--- src/rtl/pu_pkg.sv ---
// pu_pkg: shared types and helpers for the
// approximate-term accumulate unit.
package pu_pkg;

  localparam int XMAX = 32;

  typedef enum logic [1:0] {
    ACC_IDLE,
    ACC_RUN,
    OUT_HOLD
  } acc_state_t;

  function automatic int tree_depth(input int n_ch);
    return $clog2(n_ch);
  endfunction

  function automatic int sum_w(input int xlen, input int n_ch);
    return xlen + $clog2(n_ch);
  endfunction

  // {3'b100, op[xlen-2:2]}, built with shifts so
  // any xlen up to XMAX works
  function automatic logic [XMAX-1:0] approx_term(
    input logic [XMAX-1:0] op,
    input int              xlen
  );
    logic [XMAX-1:0] lo_mask;
    lo_mask = (XMAX'(1) << (xlen - 3)) - XMAX'(1);
    return ((op >> 2) & lo_mask)
         | (XMAX'(1) << (xlen - 1));
  endfunction

endpackage

--- src/rtl/pu_accum_if.sv ---
// pu_accum_if: beat input and frame result
// valid/ready channels of pu_accum.
interface pu_accum_if #(
  parameter int XLEN  = 5,
  parameter int N_CH  = 4,
  parameter int ACC_W = 12
);
  logic [N_CH*XLEN-1:0] in_data;
  logic [N_CH-1:0]      in_mode;
  logic                 in_last;
  logic                 in_valid;
  logic                 in_ready;
  logic [ACC_W-1:0]     out_data;
  logic                 out_ovf;
  logic                 out_valid;
  logic                 out_ready;

  modport master (
    output in_data, in_mode, in_last, in_valid,
    output out_ready,
    input  in_ready, out_data, out_ovf, out_valid
  );

  modport slave (
    input  in_data, in_mode, in_last, in_valid,
    input  out_ready,
    output in_ready, out_data, out_ovf, out_valid
  );
endinterface

--- src/rtl/pu_adder_tree.sv ---
// pu_adder_tree: pipelined pairwise sum of N_CH
// leaves; ports en (stall), leaf/valid/last in, sum out.
module pu_adder_tree
  import pu_pkg::*;
#(
  parameter  int XLEN = 5,
  parameter  int N_CH = 4,
  localparam int SW   = sum_w(XLEN, N_CH),
  localparam int DEP  = tree_depth(N_CH)
) (
  input  logic                 clk,
  input  logic                 rst,
  input  logic                 en,
  input  logic [N_CH*XLEN-1:0] leaf,
  input  logic                 leaf_valid,
  input  logic                 leaf_last,
  output logic [SW-1:0]        sum,
  output logic                 sum_valid,
  output logic                 sum_last
);

  // heap layout: node i sums kids 2i and 2i+1,
  // kids N_CH.. are the leaves, kid 1 is the root
  logic [SW-1:0]  node [1:N_CH-1];
  logic [SW-1:0]  kid  [1:2*N_CH-1];
  logic [DEP-1:0] vp;
  logic [DEP-1:0] lp;

  always_comb begin
    for (int i = 1; i < N_CH; i++)
      kid[i] = node[i];
    for (int c = 0; c < N_CH; c++)
      kid[N_CH+c] = SW'(leaf[c*XLEN +: XLEN]);
  end

  always_ff @(posedge clk or negedge rst) begin
    if (!rst) begin
      for (int i = 1; i < N_CH; i++)
        node[i] <= '0;
      vp <= '0;
      lp <= '0;
    end else if (en) begin
      for (int i = 1; i < N_CH; i++)
        node[i] <= kid[2*i] + kid[2*i+1];
      vp[0] <= leaf_valid;
      lp[0] <= leaf_last;
      for (int i = 1; i < DEP; i++) begin
        vp[i] <= vp[i-1];
        lp[i] <= lp[i-1];
      end
    end
  end

  assign sum       = kid[1];
  assign sum_valid = vp[DEP-1];
  assign sum_last  = lp[DEP-1];

endmodule

--- src/rtl/pu_accum.sv ---
// pu_accum: term stage, adder tree, frame accumulator;
// ports clk, rst (async, low), bus (pu_accum_if.slave).
module pu_accum
  import pu_pkg::*;
#(
  parameter int XLEN  = 5,
  parameter int N_CH  = 4,
  parameter int ACC_W = 12,
  parameter bit SAT   = 1'b1
) (
  input logic       clk,
  input logic       rst,
  pu_accum_if.slave bus
);

  localparam int SW = sum_w(XLEN, N_CH);

  logic                 adv;
  logic                 beat;
  logic [N_CH*XLEN-1:0] term_d;
  logic [N_CH*XLEN-1:0] term_q;
  logic                 t_valid;
  logic                 t_last;
  logic [SW-1:0]        s_sum;
  logic                 s_valid;
  logic                 s_last;
  acc_state_t           state;
  acc_state_t           state_d;
  logic [ACC_W-1:0]     acc;
  logic [ACC_W-1:0]     acc_d;
  logic                 ovf;
  logic                 ovf_d;
  logic [ACC_W-1:0]     res_q;
  logic [ACC_W-1:0]     res_d;
  logic                 rovf_q;
  logic                 rovf_d;
  logic [ACC_W:0]       tot;
  logic [ACC_W-1:0]     nxt;
  logic                 nxt_ovf;

  assign adv           = !(bus.out_valid && !bus.out_ready);
  assign bus.in_ready  = adv;
  assign bus.out_valid = (state == OUT_HOLD);
  assign bus.out_data  = res_q;
  assign bus.out_ovf   = rovf_q;

  always_comb begin
    term_d = '0;
    for (int c = 0; c < N_CH; c++)
      term_d[c*XLEN +: XLEN] = bus.in_mode[c]
        ? XLEN'(approx_term(
            XMAX'(bus.in_data[c*XLEN +: XLEN]), XLEN))
        : bus.in_data[c*XLEN +: XLEN];
  end

  always_ff @(posedge clk or negedge rst) begin
    if (!rst) begin
      term_q  <= '0;
      t_valid <= 1'b0;
      t_last  <= 1'b0;
    end else if (adv) begin
      term_q  <= term_d;
      t_valid <= bus.in_valid;
      t_last  <= bus.in_last;
    end
  end

  pu_adder_tree #(
    .XLEN (XLEN),
    .N_CH (N_CH)
  ) u_tree (
    .clk        (clk),
    .rst        (rst),
    .en         (adv),
    .leaf       (term_q),
    .leaf_valid (t_valid),
    .leaf_last  (t_last),
    .sum        (s_sum),
    .sum_valid  (s_valid),
    .sum_last   (s_last)
  );

  // acc is zero outside ACC_RUN, so one adder
  // serves the first beat of a frame as well
  assign tot     = {1'b0, acc} + (ACC_W+1)'(s_sum);
  assign nxt     = (SAT && tot[ACC_W]) ? '1
                 : tot[ACC_W-1:0];
  assign nxt_ovf = ovf | tot[ACC_W];
  assign beat    = s_valid && adv;

  always_comb begin
    state_d = state;
    acc_d   = acc;
    ovf_d   = ovf;
    res_d   = res_q;
    rovf_d  = rovf_q;
    unique case (state)
      ACC_IDLE, ACC_RUN: state_d = state;
      OUT_HOLD: if (adv) state_d = ACC_IDLE;
      default:  state_d = ACC_IDLE;
    endcase
    // a beat landing on the output handshake
    // starts the next frame right away
    if (beat) begin
      if (s_last) begin
        res_d   = nxt;
        rovf_d  = nxt_ovf;
        acc_d   = '0;
        ovf_d   = 1'b0;
        state_d = OUT_HOLD;
      end else begin
        acc_d   = nxt;
        ovf_d   = nxt_ovf;
        state_d = ACC_RUN;
      end
    end
  end

  always_ff @(posedge clk or negedge rst) begin
    if (!rst) begin
      state  <= ACC_IDLE;
      acc    <= '0;
      ovf    <= 1'b0;
      res_q  <= '0;
      rovf_q <= 1'b0;
    end else begin
      state  <= state_d;
      acc    <= acc_d;
      ovf    <= ovf_d;
      res_q  <= res_d;
      rovf_q <= rovf_d;
    end
  end

endmodule

--- src/flat_wrapper.sv ---
// flat-port wrapper written by rule: the top's interface ports become plain ports
module pu_accum_flat import pu_pkg::*;
#(
  parameter int XLEN  = 5,
  parameter int N_CH  = 4,
  parameter int ACC_W = 12,
  parameter bit SAT   = 1'b1
)
  (clk, rst, bus_in_data, bus_in_mode, bus_in_last, bus_in_valid, bus_out_ready, bus_in_ready, bus_out_data, bus_out_ovf, bus_out_valid);
  pu_accum_if #(.XLEN(XLEN), .N_CH(N_CH), .ACC_W(ACC_W)) bus_i ();
  input logic clk;
  input logic rst;
  input wire logic [$bits(bus_i.in_data)-1:0] bus_in_data;
  input wire logic [$bits(bus_i.in_mode)-1:0] bus_in_mode;
  input wire logic [$bits(bus_i.in_last)-1:0] bus_in_last;
  input wire logic [$bits(bus_i.in_valid)-1:0] bus_in_valid;
  input wire logic [$bits(bus_i.out_ready)-1:0] bus_out_ready;
  output wire logic [$bits(bus_i.in_ready)-1:0] bus_in_ready;
  output wire logic [$bits(bus_i.out_data)-1:0] bus_out_data;
  output wire logic [$bits(bus_i.out_ovf)-1:0] bus_out_ovf;
  output wire logic [$bits(bus_i.out_valid)-1:0] bus_out_valid;
  assign bus_i.in_data = bus_in_data;
  assign bus_i.in_mode = bus_in_mode;
  assign bus_i.in_last = bus_in_last;
  assign bus_i.in_valid = bus_in_valid;
  assign bus_i.out_ready = bus_out_ready;
  assign bus_in_ready = bus_i.in_ready;
  assign bus_out_data = bus_i.out_data;
  assign bus_out_ovf = bus_i.out_ovf;
  assign bus_out_valid = bus_i.out_valid;
  pu_accum #(.XLEN(XLEN), .N_CH(N_CH), .ACC_W(ACC_W), .SAT(SAT)) u_core (.clk(clk), .rst(rst), .bus(bus_i));
endmodule
--- config.mk ---
export PLATFORM = sky130hd
export DESIGN_NAME = pu_accum_flat
export DESIGN_NICKNAME = d
export VERILOG_FILES = /design/src/rtl/pu_pkg.sv /design/src/rtl/pu_accum_if.sv /design/src/rtl/pu_adder_tree.sv /design/src/rtl/pu_accum.sv /design/src/flat_wrapper.sv
export SDC_FILE = /design/constraint.sdc
export NUM_CORES = 1
export LEC_CHECK = 0
export CAP_MARGIN = 0
export CORE_MARGIN = 2
export CORE_UTILIZATION = 56
export DETAILED_ROUTE_END_ITERATION = 8
export GPL_TIMING_DRIVEN = 1
export HOLD_SLACK_MARGIN = 0.1
export PLACE_DENSITY = 0.8
export SETUP_SLACK_MARGIN = 0.2
export SYNTH_ARGS = -nofsm -noshare
export SYNTH_HDL_FRONTEND = slang
export SYNTH_SLANG_ARGS = --single-unit
export TNS_END_PERCENT = 100
--- constraint.sdc ---
create_clock -name clk -period 2.5 [get_ports clk]
set_clock_uncertainty 0.15 [all_clocks]
set_input_delay 0.5 -clock clk [delete_from_list [all_inputs] [get_ports clk]]
set_output_delay 0.5 -clock clk [all_outputs]
set_load 0.01 [all_outputs]
==> results.json <==
{
  "maxSlewHeadroom": 0.605,
  "fill_cells": 524,
  "drc_errors": 0,
  "max_cap_violations": 0,
  "worstHoldEndpoint": "u_core.u_tree.lp[0]",
  "critPathSlowestCell": "dfrtp_1",
  "end_kind": "flop",
  "worstSkewPairLatency_ps": 360,
  "drv_slew": 0,
  "diodes": 0,
  "drive_gt1_frac": 0.0962,
  "hpwl_um": 4980,
  "crit_chain": "ha_2 -> fa_2 -> a21o_4 -> and4_2 -> or3_1 -> a21oi_2 -> a21oi_1",
  "start_util": 0.576,
  "status": "completed",
  "clkSlewWorstSetupHoldPaths_ps": 80,
  "combinationalPowerShare": 0.487,
  "synthDistinctLibCells": 50,
  "start_kind": "flop",
  "htree_levels": 3,
  "syn_area_um2": 3890,
  "wirelength_um": 7190,
  "crit_buf_inv": 0,
  "slowest_delay_ps": 390,
  "synth-edff-count": 0,
  "num_rows": 30,
  "hold_path_class": "reg -> reg",
  "nets": 519,
  "setup_viol": 0,
  "syn2layout_area_growth_pct": 20.6,
  "r2r_cells": 7,
  "grt_pass1_wl_um": 12200,
  "hold_viol": 0,
  "first_global_vias": 2860,
  "overflow": 0,
  "synth-main-ff-cell": "dfrtp_1",
  "clkPwrFrac": 0.168,
  "async_flop_share": 1.00,
  "synth_cells": 416,
  "root_buffer": "clkbuf_8",
  "swShare": 0.400,
  "hp-start": "u_core.u_tree.lp[0]",
  "hold_ws_ps": 323,
  "vias": 3024,
  "final.min_clock_period_ps": 2300,
  "crit_required_ps": 2590,
  "power.density_nw_per_um2": 1180,
  "path_class": "reg -> reg",
  "core_area_um2": 6760,
  "wl_per_cell_um": 13.1,
  "grt_setup_unrepaired": "true",
  "p_leak_nw": 2.11,
  "cts_tree": "done",
  "rr_endpoint": "u_core.acc[6]",
  "fp.dieH_um": 87.3,
  "antenna_left": 0,
  "switchingPower_w": 0.00220,
  "antenna_found_initial": 0,
  "syn_nets": 472,
  "seq_area_frac_synth": 0.470,
  "drt_iter0_drc": 127,
  "clk_path_buf_depth": 2,
  "numCtsBuffers": 9,
  "die_w_um": 87.3,
  "intPower_w": 0.00331,
  "grtUsageTotal": 0.203,
  "startpoint": "u_core.u_tree.sum[0]",
  "clkSinkCount": 73,
  "fin_crit_sh": 0.918,
  "seqPwrFrac": 0.344,
  "ioPinCount": 44,
  "vias_per_cell": 5.52,
  "final.setup.tns_ps": 0,
  "synth_seq_cells": 73,
  "critPathTopFamily": "simple AND/OR/NAND/NOR gates",
  "numPortBuffers": 43,
  "crit_fanout": 3,
  "ff2ff_setup_slack_ps": 200,
  "drt_first_pass_iters": 4,
  "r2r-start": "u_core.u_tree.sum[0]",
  "ir_drop_v": 0.000479,
  "hold_path_depth": 2,
  "worst_pin_slew_ps": 585,
  "cp.arrival_ps": 2390,
  "grt_max_degree": 74,
  "gp_congestion": 0.930,
  "yosys_warnings": 0,
  "fp.dieArea_um2": 7630,
  "max_freq_ghz": 0.436,
  "post_synth.cell_area_avg_um2": 9.35
}
synthesized netlist by cell type, types with 2 or more instances:
cell / count / area (um2)
xnor2_1: 4 / 35.0
nor3_1: 2 / 10.0
a21o_1: 8 / 60.1
buf_4: 4 / 30.0
a311oi_1: 2 / 17.5
nand2b_1: 11 / 68.8
nor4_1: 3 / 18.8
nand3_1: 5 / 25.0
xor2_1: 8 / 70.1
inv_1: 16 / 60.1
o21ai_0: 52 / 260
a211oi_1: 2 / 15.0
o21ai_1: 3 / 15.0
nor2b_1: 4 / 25.0
dfrtp_1: 73 / 1830
clkbuf_1: 5 / 18.8
a41oi_1: 2 / 17.5
mux2i_1: 9 / 90.1
ha_1: 23 / 288
buf_1: 6 / 22.5
nor2_1: 28 / 105
a21oi_4: 2 / 32.5
clkbuf_2: 2 / 10.0
o22a_1: 2 / 17.5
and2_2: 2 / 15.0
o31ai_1: 3 / 22.5
nor3b_1: 2 / 15.0
nand2_1: 85 / 319
fa_1: 4 / 80.1
a21oi_1: 24 / 120
tightest hold or removal path, delay by kind of cell (launching register included):
| kind | cells | cell delay (ps) |
|---|---|---|
| AND/OR/NAND/NOR | 2 | 100 |
| flip-flops | 1 | 340 |
state kept, by name (all words and copies together) (netlist names):
signal / count
u_core.u_tree.vp: 2
u_core.u_tree.sum: 7
u_core.state: 2
u_core.bus.out_ovf: 1
u_core.t_valid: 1
u_core.u_tree.lp: 2
u_core.bus.out_data: 12
u_core.term_q: 20
u_core.acc: 12
u_core.ovf: 1
u_core.u_tree.kid: 12
u_core.t_last: 1
placed cells by master, fill, tap and decap left out, types with 4 or more instances in the layout:
master	netlist	final
clkbuf_8	0	10
ha_1	23	22
nor2b_1	4	4
dfrtp_1	73	73
a21oi_1	24	23
nand3_1	5	5
nor2_1	28	28
buf_4	4	9
nand2_1	85	85
mux2i_1	9	9
xnor2_1	4	4
o21ai_1	3	4
clkdlybuf4s50_1	0	41
nand2b_1	11	11
xor2_1	8	8
o21ai_0	52	51
a21o_1	8	7
inv_1	16	16
through the flow:
| stage | instances | utilization | setup WS, ps | instance area [um2] | power [W] |
|---|---|---|---|---|---|
| after detailed placement | 527 | 0.651 | -33.6 | 4400 | 0.00443 |
| after global routing | 548 | 0.694 | 72.9 | 4690 | 0.00598 |
| after global placement | 527 | 0.651 | 28.9 | 4400 | 0.00431 |
| final | 548 | 0.694 | 204 | 4690 | 0.00551 |
| after floorplan | 416 | - | 262 | 3890 | 0.00374 |
| after CTS | 546 | 0.688 | 206 | 4650 | 0.00544 |
cells by family (layout without fill, tap and decap cells):
family / after synthesis / in the layout / share of synthesized area
and+or+nand+nor: 153 / 153 / 0.178
xor gates and xnor gates: 12 / 12 / 0.0270
adders and majority gates: 27 / 27 / 0.0946
DFF: 73 / 73 / 0.470
AOI/OAI and AO/OA: 107 / 107 / 0.167
muxes: 9 / 9 / 0.0232
buffers and inverters: 35 / 87 / 0.0405
routing by layer:
layer,track usage,vias up,share of wire
met1,0.244,1398,0.44
met5,0,-,0
met4,0.0979,0,0.022
met3,0.0360,14,0.039
met2,0.351,78,0.50
li1,-,1534,-
layout make-up:
class                      count  area [um2]  share of cell area
multi-input combinational    308        1960               0.419
sequential                    73        1830               0.390
timing repair buffer          55         542               0.116
clock buffer                  11         141              0.0302
tap                           80         100              0.0214
inverter                      16        60.1              0.0128
clock inverter                 5        55.1              0.0117
power groups by stage:
stage                     sequential [W]  clock [W]  combinational, W
final                            0.00190   0.000929           0.00269
after global routing             0.00195   0.000987           0.00304
after CTS                        0.00190   0.000949           0.00260
after detailed placement         0.00191          0           0.00252
after global placement           0.00190          0           0.00241
after floorplan                  0.00186          0           0.00188
how the worst max path moves through the flow:
stage / to / slack [ps] / cells after the start
finish: u_core.acc[6] / 200 / 7
global route: u_core.acc[11] / 70 / 6
CTS: u_core.acc[11] / 210 / 6
detailed placement: u_core.acc[8] / -30 / 8
global placement: u_core.acc[8] / 30 / 8
floorplan: u_core.acc[6] / 260 / 7
what timing repair did:
item | in CTS | in global routing
resized for setup | 6 | 6
pin swaps | 4 | 2
setup endpoints to repair | 6 | 20
hold buffers | 1 | 0
gates cloned | 0 | 0
endpoints found under the hold margin | 73 | 0
setup buffers | 2 | 2
Note: power is estimated with default switching activity, not from simulation.
==> RTL change, RTL diff (same flow settings) <==
`res_q` no longer has a reset.
--- a/src/rtl/pu_accum.sv
+++ b/src/rtl/pu_accum.sv
@@ -122,5 +122,4 @@
       acc    <= '0;
       ovf    <= 1'b0;
-      res_q  <= '0;
       rovf_q <= 1'b0;
     end else begin
@@ -128,9 +127,12 @@
       acc    <= acc_d;
       ovf    <= ovf_d;
-      res_q  <= res_d;
       rovf_q <= rovf_d;
     end
   end
 
+  always_ff @(posedge clk) begin
+    res_q <= res_d;
+  end
+
 endmodule
 
Formal check against the unedited RTL: differs if rst is asserted again (counterexample within 10 cycles, from zero or initial values and one cycle with rst low); with rst held inactive, the same outputs for 10 cycles.
==> RTL change against the original RTL <==
Power rose by 8.2%. Area after synthesis down 1.4%. Setup slack worse by 0.11 ns. Cell area increased by 3.3%. Non-clock buffer count is 10 higher. Routed wire length rose by 15%. Sequential cell count unchanged. Count of clock-buffer cells in the layout rose by 2.
==> RTL change: results (changes against the original RTL) <==
| Metric | Value |
|---|---|
| Outcome | completed (unchanged) |
| DP Area | 4410 µm² (was 4400 µm²) |
| CP Launch Point | u_core.acc[2]$_DFFE_PN0P_ (was u_core.u_tree.sum[0]$_DFFE_PN0N_) |
| Cells after DPL | 517 (was 527) |
| Mapped Nets | 452 (was 472) |
| Postcts setup bufs | 5 (was 2) |
| Slew headroom | 59.1% (was 60.5%) |
| Static Leakage | 2.19 nW (was 2.11 nW) |
| Seq pwr share | 33.3% (was 34.4%) |
| Fill count | 495 (was 524) |
| Library cells used by synthesis | 49 (was 50) |
| Crit Path Max Fanout | 5 (was 3) |
| Post-Route WL | 8240 µm (was 7190 µm) |
| EDFF count, synth | 12 (was 0) |
| Dpl hpwl | 5380 µm (was 4980 µm) |
| Largest net degree at the start of global routing | 62 (was 74) |
| R2r worst-path depth | 8 (was 7) |
| DR iter-0 viols | 162 (was 127) |
| Worst Tran Pin Value | 0.613 ns (was 0.585 ns) |
| Max VDD drop | 611 µV (was 479 µV) |
| Clk. pwr | 0.000943 W (was 0.000929 W) |
| Via count | 3105 (was 3024) |
| RD Place Congestion | 0.915 (was 0.930) |
| Top cells by count, synth | 79 x nand2_1, 61 x dfrtp_1, 32 x a21oi_1 (was 85 x nand2_1, 73 x dfrtp_1, 52 x o21ai_0) |
| Area contributors post-synth | dfrtp_1 40%, edfxtp_1 9.4%, nand2_1 7.7%, ha_1 7.5%, a21oi_1 4.2% (was dfrtp_1 47%, nand2_1 8.2%, ha_1 7.4%, o21ai_0 6.7%, a21oi_1 3.1%) |
| DR pass1 iterations | 5 (was 4) |
| Global-route wire length before repair | 13200 µm (was 12200 µm) |
| Layout Nets | 514 (was 519) |
| Hold path start | u_core.t_last$_DFFE_PN0N_ (was u_core.u_tree.lp[0]$_DFFE_PN0N_) |
| DP Worst Slack | -0.0110 ns (was -0.0336 ns) |
| Synth Flop Type | dfrtp_1 (unchanged) |
| Ys async rst share | 83.6% (was 100%) |
| Vias in the first global route | 2949 (was 2860) |
| Layout cells sized above 1 | 13.6% (was 9.62%) |
| Max FFs per register | 20 (unchanged) |
| Int Pwr | 0.00365 W (was 0.00331 W) |
| Setup ws final | 0.0980 ns (was 0.204 ns) |
| Overall routing resource usage | 23.0% (was 20.3%) |
| Post-synthesis sequential area ratio | 49.2% (was 47.0%) |
| Cts repair resizes | 19 (was 6) |
| Synthesized area per cell | 9.69 µm² (was 9.35 µm²) |
| Sequential Power | 0.00198 W (was 0.00190 W) |
| Avg WL per Cell | 15.2 µm (was 13.1 µm) |
| CP arrival | 2.49 ns (was 2.39 ns) |
==> RTL change: worst min-delay path by stage <==
| stage | slack [ns] | end | cells past startpoint |
|---|---|---|---|
| floorplan | 0.05 | u_core.acc[0]$_DFFE_PN0P_ | 0 |
| global placement | 0.30 | u_core.state[0]$_DFFE_PN0P_ | 1 |
| detailed placement | 0.31 | u_core.u_tree.lp[1]$_DFFE_PN0N_ | 2 |
| CTS | 0.33 | u_core.u_tree.vp[0]$_DFFE_PN0N_ | 2 |
| global route | 0.35 | u_core.bus.out_ovf$_DFFE_PN0P_ | 2 |
| finish | 0.32 | u_core.t_last$_DFFE_PN0N_ | 2 |
==> RTL change: final cells by class <==
cell class | instances | area [µm²] | share of cell area (%)
inverters | 20 | 75.1 | 1.55
well taps | 80 | 100 | 2.07
repair buffers | 65 | 616 | 12.7
flip-flops and latches | 73 | 1890 | 39.0
clock inverters | 3 | 38.8 | 0.801
clock buffers | 13 | 159 | 3.28
multi-input cells | 289 | 1970 | 40.6
==> RTL change: kinds of logic (layout without fill, tap and decap cells) <==
family | Yosys count | count (layout) | share of synthesized area [%]
simple gates | 150 | 150 | 18.1
compound gates | 91 | 91 | 14.4
flops | 73 | 73 | 49.2
buf+inv | 34 | 101 | 3.56
fa+ha+maj | 27 | 27 | 9.59
xor+xnor | 11 | 11 | 2.51
mux | 10 | 10 | 2.64
==> RTL change: worst max-delay path, cell delays in order, from the launching register on <==
cell      delay (ns)
dfrtp_1         0.40
ha_2            0.40
a211oi_2        0.10
buf_4           0.14
buf_4           0.13
nor3b_2         0.35
mux2i_1         0.34
nand3_4         0.09
a22o_1          0.18
==> RTL change: routing by layer <==
metal | track usage, % | part of all wire (%)
met2 | 40.9 | 51
met5 | 0 | 0
met3 | 4.76 | 5.1
met1 | 27.1 | 41
met4 | 9.09 | 2.1
